==> src/rtl/reorder_buffer.sv <==
// Circular reorder buffer: in-order retirement, writeback capture, operand lookup, flush on mispredicted branch commit.
// Optional macro ROB_CDB_BYPASS_EN: lookups also see the writeback bus in the same cycle.
module reorder_buffer #(
  parameter int ROB_BIT = 3
) (
  input  logic               clk_in,
  input  logic               rst_in,
  input  logic               rdy_in,
  input  logic               issue_valid,
  input  logic [4:0]         issue_rd,
  input  logic               issue_is_br,
  output logic [ROB_BIT-1:0] issue_rob_entry,
  output logic               rob_full,
  output logic               debug_rob_empty,
  input  logic               wb_valid,
  input  logic [ROB_BIT-1:0] wb_entry,
  input  logic [31:0]        wb_value,
  input  logic               wb_mispredict,
  input  logic [31:0]        wb_target,
  output logic               rob_commit,
  output logic [4:0]         commit_reg_id,
  output logic [31:0]        commit_reg_data,
  output logic [ROB_BIT-1:0] commit_rob_entry,
  output logic               rob_clear_up,
  output logic [31:0]        clear_pc,
  input  logic [ROB_BIT-1:0] get_rob_entry1,
  input  logic [ROB_BIT-1:0] get_rob_entry2,
  output logic               ready1,
  output logic               ready2,
  output logic [31:0]        value1,
  output logic [31:0]        value2
);

  localparam int unsigned      DEPTH   = 1 << ROB_BIT;
  localparam logic [ROB_BIT:0] L_DEPTH = {1'b1, {ROB_BIT{1'b0}}};

  logic [DEPTH-1:0]   r_busy;
  logic [DEPTH-1:0]   r_ready;
  logic [DEPTH-1:0]   r_is_br;
  logic [DEPTH-1:0]   r_mis;
  logic [4:0]         r_rd     [DEPTH];
  logic [31:0]        r_value  [DEPTH];
  logic [31:0]        r_target [DEPTH];
  logic [ROB_BIT-1:0] r_head;
  logic [ROB_BIT-1:0] r_tail;
  logic [ROB_BIT:0]   r_count;

  logic               r_commit;
  logic [4:0]         r_commit_rd;
  logic [31:0]        r_commit_data;
  logic [ROB_BIT-1:0] r_commit_entry;
  logic               r_clear_up;
  logic [31:0]        r_clear_pc;

  logic w_full;
  logic w_commit;
  logic w_flush;
  logic w_issue;
  logic w_wb;

  assign w_full   = (r_count == L_DEPTH);
  assign w_commit = r_busy[r_head] & r_ready[r_head];
  assign w_flush  = w_commit & r_mis[r_head];
  // When full, the slot retiring this cycle is the tail, so issue proceeds alongside the commit.
  assign w_issue  = issue_valid & ~r_clear_up & (~w_full | w_commit);
  assign w_wb     = wb_valid & ~r_clear_up & r_busy[wb_entry];

  always_ff @(posedge clk_in) begin
    if (rst_in) begin
      r_busy         <= '0;
      r_ready        <= '0;
      r_is_br        <= '0;
      r_mis          <= '0;
      for (int unsigned i = 0; i < DEPTH; i++) begin
        r_rd[i]     <= '0;
        r_value[i]  <= '0;
        r_target[i] <= '0;
      end
      r_head         <= '0;
      r_tail         <= '0;
      r_count        <= '0;
      r_commit       <= 1'b0;
      r_commit_rd    <= '0;
      r_commit_data  <= '0;
      r_commit_entry <= '0;
      r_clear_up     <= 1'b0;
      r_clear_pc     <= '0;
    end else if (!rdy_in) begin
      r_commit   <= 1'b0;
      r_clear_up <= 1'b0;
    end else begin
      r_commit   <= w_commit;
      r_clear_up <= w_flush;
      if (w_commit) begin
        r_commit_rd    <= r_rd[r_head];
        r_commit_data  <= r_value[r_head];
        r_commit_entry <= r_head;
      end
      if (w_flush) begin
        r_clear_pc <= r_target[r_head];
        r_busy     <= '0;
        r_ready    <= '0;
        r_mis      <= '0;
        r_head     <= '0;
        r_tail     <= '0;
        r_count    <= '0;
      end else begin
        if (w_commit) begin
          r_busy[r_head]  <= 1'b0;
          r_ready[r_head] <= 1'b0;
          r_head          <= r_head + ROB_BIT'(1);
        end
        if (w_wb) begin
          r_ready[wb_entry]  <= 1'b1;
          r_value[wb_entry]  <= wb_value;
          // Only branch entries can redirect fetch.
          r_mis[wb_entry]    <= wb_mispredict & r_is_br[wb_entry];
          r_target[wb_entry] <= wb_target;
        end
        if (w_issue) begin
          r_busy[r_tail]  <= 1'b1;
          r_ready[r_tail] <= 1'b0;
          r_is_br[r_tail] <= issue_is_br;
          r_mis[r_tail]   <= 1'b0;
          r_rd[r_tail]    <= issue_rd;
          r_tail          <= r_tail + ROB_BIT'(1);
        end
        case ({w_issue, w_commit})
          2'b10:   r_count <= r_count + 1'b1;
          2'b01:   r_count <= r_count - 1'b1;
          default: r_count <= r_count;
        endcase
      end
    end
  end

  always_comb begin
    ready1 = r_busy[get_rob_entry1] & r_ready[get_rob_entry1];
    value1 = ready1 ? r_value[get_rob_entry1] : '0;
    ready2 = r_busy[get_rob_entry2] & r_ready[get_rob_entry2];
    value2 = ready2 ? r_value[get_rob_entry2] : '0;
`ifdef ROB_CDB_BYPASS_EN
    if (wb_valid && !r_clear_up && wb_entry == get_rob_entry1 && r_busy[get_rob_entry1]) begin
      ready1 = 1'b1;
      value1 = wb_value;
    end
    if (wb_valid && !r_clear_up && wb_entry == get_rob_entry2 && r_busy[get_rob_entry2]) begin
      ready2 = 1'b1;
      value2 = wb_value;
    end
`endif
  end

  assign issue_rob_entry  = r_tail;
  assign rob_full         = w_full;
  assign debug_rob_empty  = (r_count == '0);
  assign rob_commit       = r_commit;
  assign commit_reg_id    = r_commit_rd;
  assign commit_reg_data  = r_commit_data;
  assign commit_rob_entry = r_commit_entry;
  assign rob_clear_up     = r_clear_up;
  assign clear_pc         = r_clear_pc;

endmodule

==> config.mk <==
export PLATFORM = sky130hd
export DESIGN_NAME = reorder_buffer
export DESIGN_NICKNAME = d
export VERILOG_FILES = /design/src/rtl/reorder_buffer.sv
export SDC_FILE = /design/constraint.sdc
export NUM_CORES = 1
export LEC_CHECK = 0
export ABC_AREA = 1
export ABC_CLOCK_PERIOD_IN_PS = 7600
export BUFFER_PORTS_ARGS = -buffer_cell sky130_fd_sc_hd__buf_2
export CAP_MARGIN = 20
export CORE_MARGIN = 1
export CORE_UTILIZATION = 40
export DETAILED_ROUTE_END_ITERATION = 7
export PLACE_DENSITY_LB_ADDON = 0.05
export SYNTH_ARGS = -nofsm -noshare
export SYNTH_HDL_FRONTEND = slang
export SYNTH_SLANG_ARGS = --single-unit
==> constraint.sdc <==
create_clock -name clk_in -period 7.6 [get_ports clk_in]
set_input_delay 0.76 -clock clk_in [delete_from_list [all_inputs] [get_ports clk_in]]
set_output_delay 0.76 -clock clk_in [all_outputs]
set_load 0.05 [all_outputs]
After elaboration in Yosys (flattened, before gate mapping):

Memories as Yosys holds them, arrays and structs flattened. A register that Yosys moved wholly into a read port is not among the register bits.
Cells that the tools add are included.

* latch bits: 0
* output and inout port bits: 145
* memories kept: 3
* input bits: 85
* word-level logic and storage cells: 144
* bits in read-only memories: 0
* RAM bits: 552
* register bits: 47

Memory list
* r_target: depth 8, bits a word 32, read ports 1, clocked after Yosys merged registers in 1, write ports 8, line 43 `logic [31:0] r_target [DEPTH];`
* r_value: depth 8, bits a word 32, read ports 3, clocked after Yosys merged registers in 1, write ports 8, line 42 `logic [31:0] r_value [DEPTH];`
* r_rd: depth 8, bits a word 5, read ports 1, clocked after Yosys merged registers in 1, write ports 8, line 41 `logic [4:0] r_rd [DEPTH];`

* multiplexer cells: 77
* equal/unequal tests: 3
* bitwise logic cells: 22
* div/mod/pow operators: 0
* $lt $le $gt $ge: 8
* add/subtract/negate cells: 4
* multipliers: 0
* reductions and logical operators: 17
* shift-type cells: 0

Operators with widths (number)
* $mux W8: 22
* $mux W32: 4
* $reduce_or A32 Y1: 2
* $and A8 B8 Y8: 4
* $bmux W1 S3: 9
* $mux W1: 27
* $mux W3: 7
* $lt A3 B4 Y1 const B: 5
* $bwmux W8: 2
* $not A8 Y8: 2
* $or A8 B8 Y8: 2
* $reduce_and A2 Y1: 5
* $and A1 B1 Y1: 9
* $demux W1 S3: 3
* $ge A3 B1 Y1 const B: 3
* $pmux W4 S2: 1
* $add A3 B1 Y3 const B: 2
* $mux W5: 1
* $reduce_or A5 Y1: 1
* $add A4 B1 Y4 const B: 1
* $eq A4 B4 Y1 const B: 1
* $logic_not A4 Y1: 1
* $mux W4: 1
* $not A1 Y1: 4
* 9 further kinds: 12

Longest topological paths before layout:

Gate-level depths: netlist of run 1.

* word-level depth: 18
* gate-level depth with buffers: 18
* gate-level depth less buffers: 18

Worst setup path before layout of run 1:

No wires, ideal clock.

* path type: input -> register
* start: input port wb_entry[1]
* end: memory r_target[4][0], enable pin
* arrival: 3.501 ns
* path slack: 3.676 ns
* library setup time: 0.424 ns
* stages: 12
* buffers on the path: 3
* required time: 7.176 ns
* cells stage by stage: clkbuf_1 -> inv_1 -> nand2_1 -> nand2_1 -> nand2_1 -> nand2_1 -> nand2_1 -> nor3_2 -> nand2_1 -> buf_4 -> buf_6 -> nand2_1

RTL lines
* from (decl): line 16 `input logic [ROB_BIT-1:0] wb_entry,`
* to (decl): line 43

==> run summary, run 1 <==
status: finished clean
cts hold-fix bufs: 0
Net Switching: 2.17 mW
leakage power figure: 15.6 nW
I/O Pins: 230
Mapped Nets: 3896
CTS Root Cell: clkbuf_16
critical path arrival: 5.23 ns
Final Total Pwr: 8.47 mW
top cell type's share of synthesized area: 0.502
Top FF cell, synth: edfxtp_1
deepest clock path buffer count: 3
Commonest cells post-synth: nor2_1, nand2_1, edfxtp_1
max_cap viols: 0
Worst Hold End: clear_pc[11]$_SDFFE_PP0P_
CP peak stage delay: 0.86 ns
crit path time final: 4.97 ns
Clock power frac: 0.429
Clock Latency Late Sink: 0.62 ns
Worst Hold Path Cells: 2
total wire length: 122000 um
reg-to-reg slack, setup: 2.63 ns
R2R cell count: 13
gpl congestion: 0.863
slowest CP cell: dfxtp_1
required time worst endpoint: 7.87 ns
layout cells sized above 1: 0.110
port bufs: 229
Layout area overhead: 12.4%
Mapped Area: 33000 um^2
CP Capture Type: register
Switching Fraction: 0.256
Mapped Avg Cell Area: 8.67 um^2
Core ar.: 81100 um^2
WL/cell: 24.3 um
worst slew pin tran: 1.14 ns
DR vias: 28200
Worst VDD drop: 0.000135 V
Post-synth EDFFs: 552
crit path max fanout: 39
CP startpoint: r_head[0]$_SDFFE_PP0P_
crit start category: register
CTS H-tree depth: 3
#FFs+latches synth: 668
Synth cell types: 43
unrepaired setup endpoints after global routing: false
first-pass GRT wire length: 176000 um
Peak Freq: 201 MHz
FFs w/ async S/R, synth: 0
Rel. slew slack: 0.239
Synth warnings: 0
vias per cell: 5.61
min-delay worst type: register to register
hold_ws: 0.450 ns
CP Class: register to register
register area share after synthesis: 0.573
Finish-stage setup viols: 0
Initial Utilization: 0.407
largest area contributor in the netlist: edfxtp_1
post-cts resize count: 0
number of clock sinks: 668
die height: 289 um
Post-DRT Antenna Nets: 0
vias in the first global route: 25800
Num CTS Buffers: 77
Setup TNS Final: 0 ns
DRT Pass-1 Iters: 8
die area: 83600 um^2
Die Span X: 289 um
nets@finish: 3997
Reg-to-Reg Start: r_head[0]$_SDFFE_PP0P_
HP Start: clear_pc[11]$_SDFFE_PP0P_
Reg power frac: 0.485
buffer and inverter count on the worst path: 2
gr usage total: 0.288
TritonCTS clock tree: yes
antenna violations before repair: 0
Power Density: 228 nW/um^2
combinational share of power: 0.086
clk_skew: 0.0102 ns
Int Pwr: 6.30 mW
Max Slew Vio Count: 0
crit path cell chain: inv_2 > nand2_1 > nand2_1 > nand2_1 > nand2_1 > nand2_1 > nand2_1 > nand2_4 > nor2_4 > nor3_2 > nand2_4 > nand2_4 > buf_4
Post-CTS Setup Bufs: 0
Top Family by Delay on Critical Path: simple AND/OR/NAND/NOR gates
FP Rows: 104
most frequent cell after synthesis: nor2_1
Mapped Cells: 3806
period utilization: 0.654
Crit. path cell count: 13
filler cell count: 7924
r2r endpoint: r_target[5][5]$_SDFFCE_PN0P_
synth top area cells: edfxtp_1, nor2_1, nand2_1
Most Frequent Cell on Critical Path: nand2_1
grt ovf: 0
n_diodes: 0
1st-iter DRT viols: 3211
final hold violations: 0
DP HPWL: 70400 um
Clock transition at path regs: 0.06 ns
DR DRC count: 0
largest net degree at the start of global routing: 157
==> worst max path at each step <==
stage | slack [ns] | to
4_1_cts | 2.63 | r_target[5][3]$_SDFFCE_PN0P_
3_3_place_gp | 2.69 | r_value[4][18]$_SDFFCE_PN0P_
3_5_place_dp | 2.65 | r_target[5][5]$_SDFFCE_PN0P_
5_1_grt | 2.33 | r_value[4][17]$_SDFFCE_PN0P_
2_1_floorplan | 3.68 | r_target[4][0]$_SDFFCE_PN0P_
6_report | 2.63 | r_target[5][5]$_SDFFCE_PN0P_
==> cell families (layout without fill, tap and decap cells) <==
family | after synthesis | after routing | share of synthesized area
xor+xnor | 3 | 3 | 0.000797
buf+inv | 546 | 706 | 0.0738
compound gates | 831 | 831 | 0.142
fa+ha+maj | 5 | 5 | 0.00212
simple gates | 1753 | 1753 | 0.209
flops | 668 | 668 | 0.573
==> power by group through the flow <==
stage | sequential, mW | clock [mW] | combinational, mW
2_1_floorplan | 4.17 | 0 | 0.463
3_3_place_gp | 4.18 | 0 | 0.718
3_5_place_dp | 4.18 | 0 | 0.718
4_1_cts | 4.11 | 3.68 | 0.721
5_1_grt | 4.12 | 3.80 | 0.781
6_report | 4.11 | 3.64 | 0.724
==> tightest hold or removal path, cell delays in order, from the launching register on <==
cell	delay (ns)
dfxtp_1	0.30
nand2_1	0.06
nand2_1	0.05
==> area by class of cell <==
type / count / area, um^2 / area share
Clock buffer: 115 / 2180 / 0.0588
Clock inverter: 23 / 220 / 0.00594
Inverter: 291 / 1100 / 0.0297
Multi-Input combinational cell: 2592 / 11800 / 0.318
Sequential cell: 668 / 18900 / 0.510
Tap cell: 1060 / 1330 / 0.0358
Timing Repair Buffer: 277 / 1550 / 0.0419
==> cell usage in the layout (no fill, tap or decap), drive strengths merged, types with 53 or more instances in the layout <==
cell type and instances:
clkbuf 115, a21oi 281, edfxtp 552, dfxtp 116, a221oi 53, nor2 835
nand2 785, nand3 72, o21ai 364, buf 277, inv 289
==> state kept, by name, summed over array words and instances (netlist names) <==
register / count
r_target: 256
r_value: 256
r_rd: 40
clear_pc: 32
commit_reg_data: 32
r_busy: 8
r_is_br: 8
r_mis: 8
r_ready: 8
commit_reg_id: 5
r_count: 4
commit_rob_entry: 3
issue_rob_entry: 3
r_head: 3
rob_clear_up: 1
rob_commit: 1
==> layer usage <==
metal	vias up	track usage	share of wire
met2	1308	0.456	0.46
li1	13100	-	-
met3	213	0.0398	0.071
met5	-	0	0
met1	13600	0.406	0.44
met4	0	0.0937	0.033
==> metrics by stage <==
step                      instances  worst slack [ns]  cell area (um^2)  utilization
after floorplan                3806              3.68             33000            -
after global placement         4887              2.69             34600        0.427
after detailed placement       4888              2.65             34700        0.428
after CTS                      5026              2.63             37100        0.457
after global routing           5026              2.33             37100        0.457
final                          5026              2.63             37100        0.457
(Power assumes the default switching activity.)
==> run 2: changes to the inputs <==
--- a/config.mk
+++ b/config.mk
@@ -5,8 +5,8 @@
 export SDC_FILE = /design/constraint.sdc
 export NUM_CORES = 1
 export LEC_CHECK = 0
-export ABC_AREA = 1
-export ABC_CLOCK_PERIOD_IN_PS = 7600
+export ABC_AREA = 0
+export ABC_CLOCK_PERIOD_IN_PS = 4430
 export BUFFER_PORTS_ARGS = -buffer_cell sky130_fd_sc_hd__buf_2
 export CAP_MARGIN = 20
 export CORE_MARGIN = 1
==> constraint.sdc (replaced) <==
create_clock -name clk_in -period 4.43 [get_ports clk_in]
set_input_delay 0.443 -clock clk_in [delete_from_list [all_inputs] [get_ports clk_in]]
set_output_delay 0.443 -clock clk_in [all_outputs]
set_load 0.05 [all_outputs]
==> run 2 against run 1 <==
  * Clock skew increased by 0.016 ns
  * Via count is 15% lower
  * Worst setup slack got worse by 1.7 ns
  * Flip-flop and latch count did not move
  * Global-route usage is 0.41 points higher
  * Non-clock buffer count up 36
  * Critical path type is now register to output pin
==> run summary, run 2 <==
DP Area: 36200 um^2
Crit. path cell count: 6
I/O Pins: 230
cts hold-fix bufs: 0
FFs w/ async S/R, synth: 0
crit path cell chain: nand2_1 > mux4_2 > mux2_2 > buf_12 > nor2_1 > buf_2
largest net degree at the start of global routing: 86
slowest CP cell: mux2_2
Switching Fraction: 0.229
first-pass GRT wire length: 178000 um
Rel. slew slack: 0.231
leakage power figure: 14.2 nW
FP Rows: 105
Power Density: 375 nW/um^2
Synth warnings: 0
Initial Utilization: 0.406
combinational share of power: 0.058
top cell type's share of synthesized area: 0.495
post-route design area: 38800 um^2
area of the multi-input gates: 13800 um^2
Post-CTS Setup Bufs: 0
port bufs: 229
Finish-stage setup viols: 0
filler cell count: 7396
Clock transition at path regs: 0.06 ns
Commonest cells post-synth: edfxtp_1, and2_1, nor2_1
Setup TNS Final: 0 ns
commonest non-fill, non-tap cell in the layout: edfxtp_1
min-delay worst type: input pin to register
register area share after synthesis: 0.565
most frequent cell after synthesis: edfxtp_1
DP HPWL: 72500 um
crit path time final: 3.54 ns
Num CTS Buffers: 79
required time worst endpoint: 3.99 ns
Mapped Cells: 2607
Synth cell types: 75
Worst Hold Path Cells: 3
Regs by FF count: r_target (256), r_value (256), r_rd (40)
DRT Pass-1 Iters: 5
layout cells sized above 1: 0.242
Net Switching: 3.33 mW
CTS H-tree depth: 3
antenna violations before repair: 14
worst slew pin tran: 1.15 ns
DR DRC count: 0
unrepaired setup endpoints after global routing: false
WL/cell: 31.7 um
buffer and inverter count on the worst path: 2
CTS Root Cell: clkbuf_16
CP endpoint: value1[24]
Int Pwr: 11.2 mW
TritonCTS clock tree: yes
largest area contributor in the netlist: edfxtp_1
Max Slew Vio Count: 0
number of clock sinks: 668
#FFs+latches synth: 668
Post-DRT Antenna Nets: 0
Clock Latency Late Sink: 0.64 ns
grt ovf: 0
CP Capture Type: output pin
placed cells: 3788
Mapped Nets: 2697
clk_skew: 0.0258 ns
CP Class: register to output pin
reg-to-reg slack, setup: 0.94 ns
Worst VDD drop: 0.000286 V
1st-iter DRT viols: 2392
Reg power frac: 0.485
crit start category: register
CP peak stage delay: 0.52 ns
r2r endpoint: r_value[1][3]$_SDFFCE_PN0P_
synth top area cells: edfxtp_1, mux4_2, and2_1
nets@finish: 2889
period utilization: 0.798
Reg-to-Reg Start: r_head[0]$_SDFFE_PP0P_
vias in the first global route: 24200
most frequent cells in the layout: edfxtp_1, and2_1, nor2_1
register area: 18900 um^2
Layout area overhead: 16.0%
R2R cell count: 8
gr usage total: 0.292
vias per cell: 6.10
max_cap viols: 0
Clock power frac: 0.457
Top Family by Delay on Critical Path: multiplexers
Core ar.: 82500 um^2
non-filler cells, final: 3943
Finished Core Util: 0.471
Mapped Area: 33500 um^2
post-cts resize count: 0
CP startpoint: r_busy[2]$_SDFFE_PP0P_
crit path max fanout: 20
DR vias: 24000
die area: 84800 um^2
Post-synth EDFFs: 552
Top FF cell, synth: edfxtp_1
deepest clock path buffer count: 3
die height: 291 um
Peak Freq: 283 MHz
status: finished clean
Die Span X: 291 um
total wire length: 125000 um
final hold violations: 0
critical path arrival: 3.09 ns
gpl congestion: 0.909
Mapped Avg Cell Area: 12.8 um^2
run 2: kinds of logic after synthesis:
kind of cell	count (synthesis)	synth area share
AOI/OAI and AO/OA	426	0.0969
buffers and inverters	219	0.0301
and+or+nand+nor	977	0.156
xor gates and xnor gates	2	0.000523
adders and majority gates	5	0.00209
muxes	310	0.150
DFF	668	0.565
run 2: how the worst min path moves through the flow:
| stage | from | to | slack, ns |
|---|---|---|---|
| 2_1_floorplan | r_is_br[0]$_SDFFE_PP0P_ | r_is_br[0]$_SDFFE_PP0P_ | 0.44 |
| 3_3_place_gp | commit_rob_entry[2]$_SDFFE_PP0P_ | commit_rob_entry[2]$_SDFFE_PP0P_ | 0.44 |
| 3_5_place_dp | commit_rob_entry[2]$_SDFFE_PP0P_ | commit_rob_entry[2]$_SDFFE_PP0P_ | 0.45 |
| 4_1_cts | issue_is_br | r_is_br[2]$_SDFFE_PP0P_ | 0.03 |
| 5_1_grt | issue_is_br | r_is_br[2]$_SDFFE_PP0P_ | 0.07 |
| 6_report | issue_is_br | r_is_br[2]$_SDFFE_PP0P_ | 0.06 |
run 2: worst min-delay path, cell delays in order:
cell	delay (ns)
buf_2	0.09
mux2i_1	0.06
nor2_1	0.07
run 2: layout make-up:
class | count | share of cell area
antenna | 8 | 0.000516
sequential | 668 | 0.487
tap | 1070 | 0.0345
inverter | 17 | 0.00164
timing repair buffer | 313 | 0.0541
clock inverter | 35 | 0.0103
clock buffer | 112 | 0.0578
multi-input combinational | 1720 | 0.354
run 2: per-stage QoR:
step	hold WS [ns]	setup slack, ns	power (mW)
2_1_floorplan	0.436	-0.647	7.66
6_report	0.0571	0.893	14.6
4_1_cts	0.0324	0.864	14.7
3_3_place_gp	0.443	1.00	8.02
5_1_grt	0.0710	0.837	14.9
3_5_place_dp	0.450	0.979	8.04
run 2: metal layers:
| metal | up-vias | share of wire | GRT usage |
|---|---|---|---|
| met1 | 12400 | 0.41 | 0.383 |
| met4 | 6 | 0.030 | 0.0927 |
| met5 | - | 0.00034 | 0 |
| li1 | 10300 | - | - |
| met2 | 1083 | 0.49 | 0.490 |
| met3 | 217 | 0.072 | 0.0506 |
run 2: power by group through the flow:
| stage | Clock [mW] | Combinational, mW | Sequential (mW) |
|---|---|---|---|
| 4_1_cts | 6.74 | 0.851 | 7.06 |
| 5_1_grt | 6.96 | 0.894 | 7.08 |
| 2_1_floorplan | 0 | 0.484 | 7.17 |
| 6_report | 6.65 | 0.848 | 7.06 |
| 3_5_place_dp | 0 | 0.849 | 7.19 |
| 3_3_place_gp | 0 | 0.844 | 7.18 |
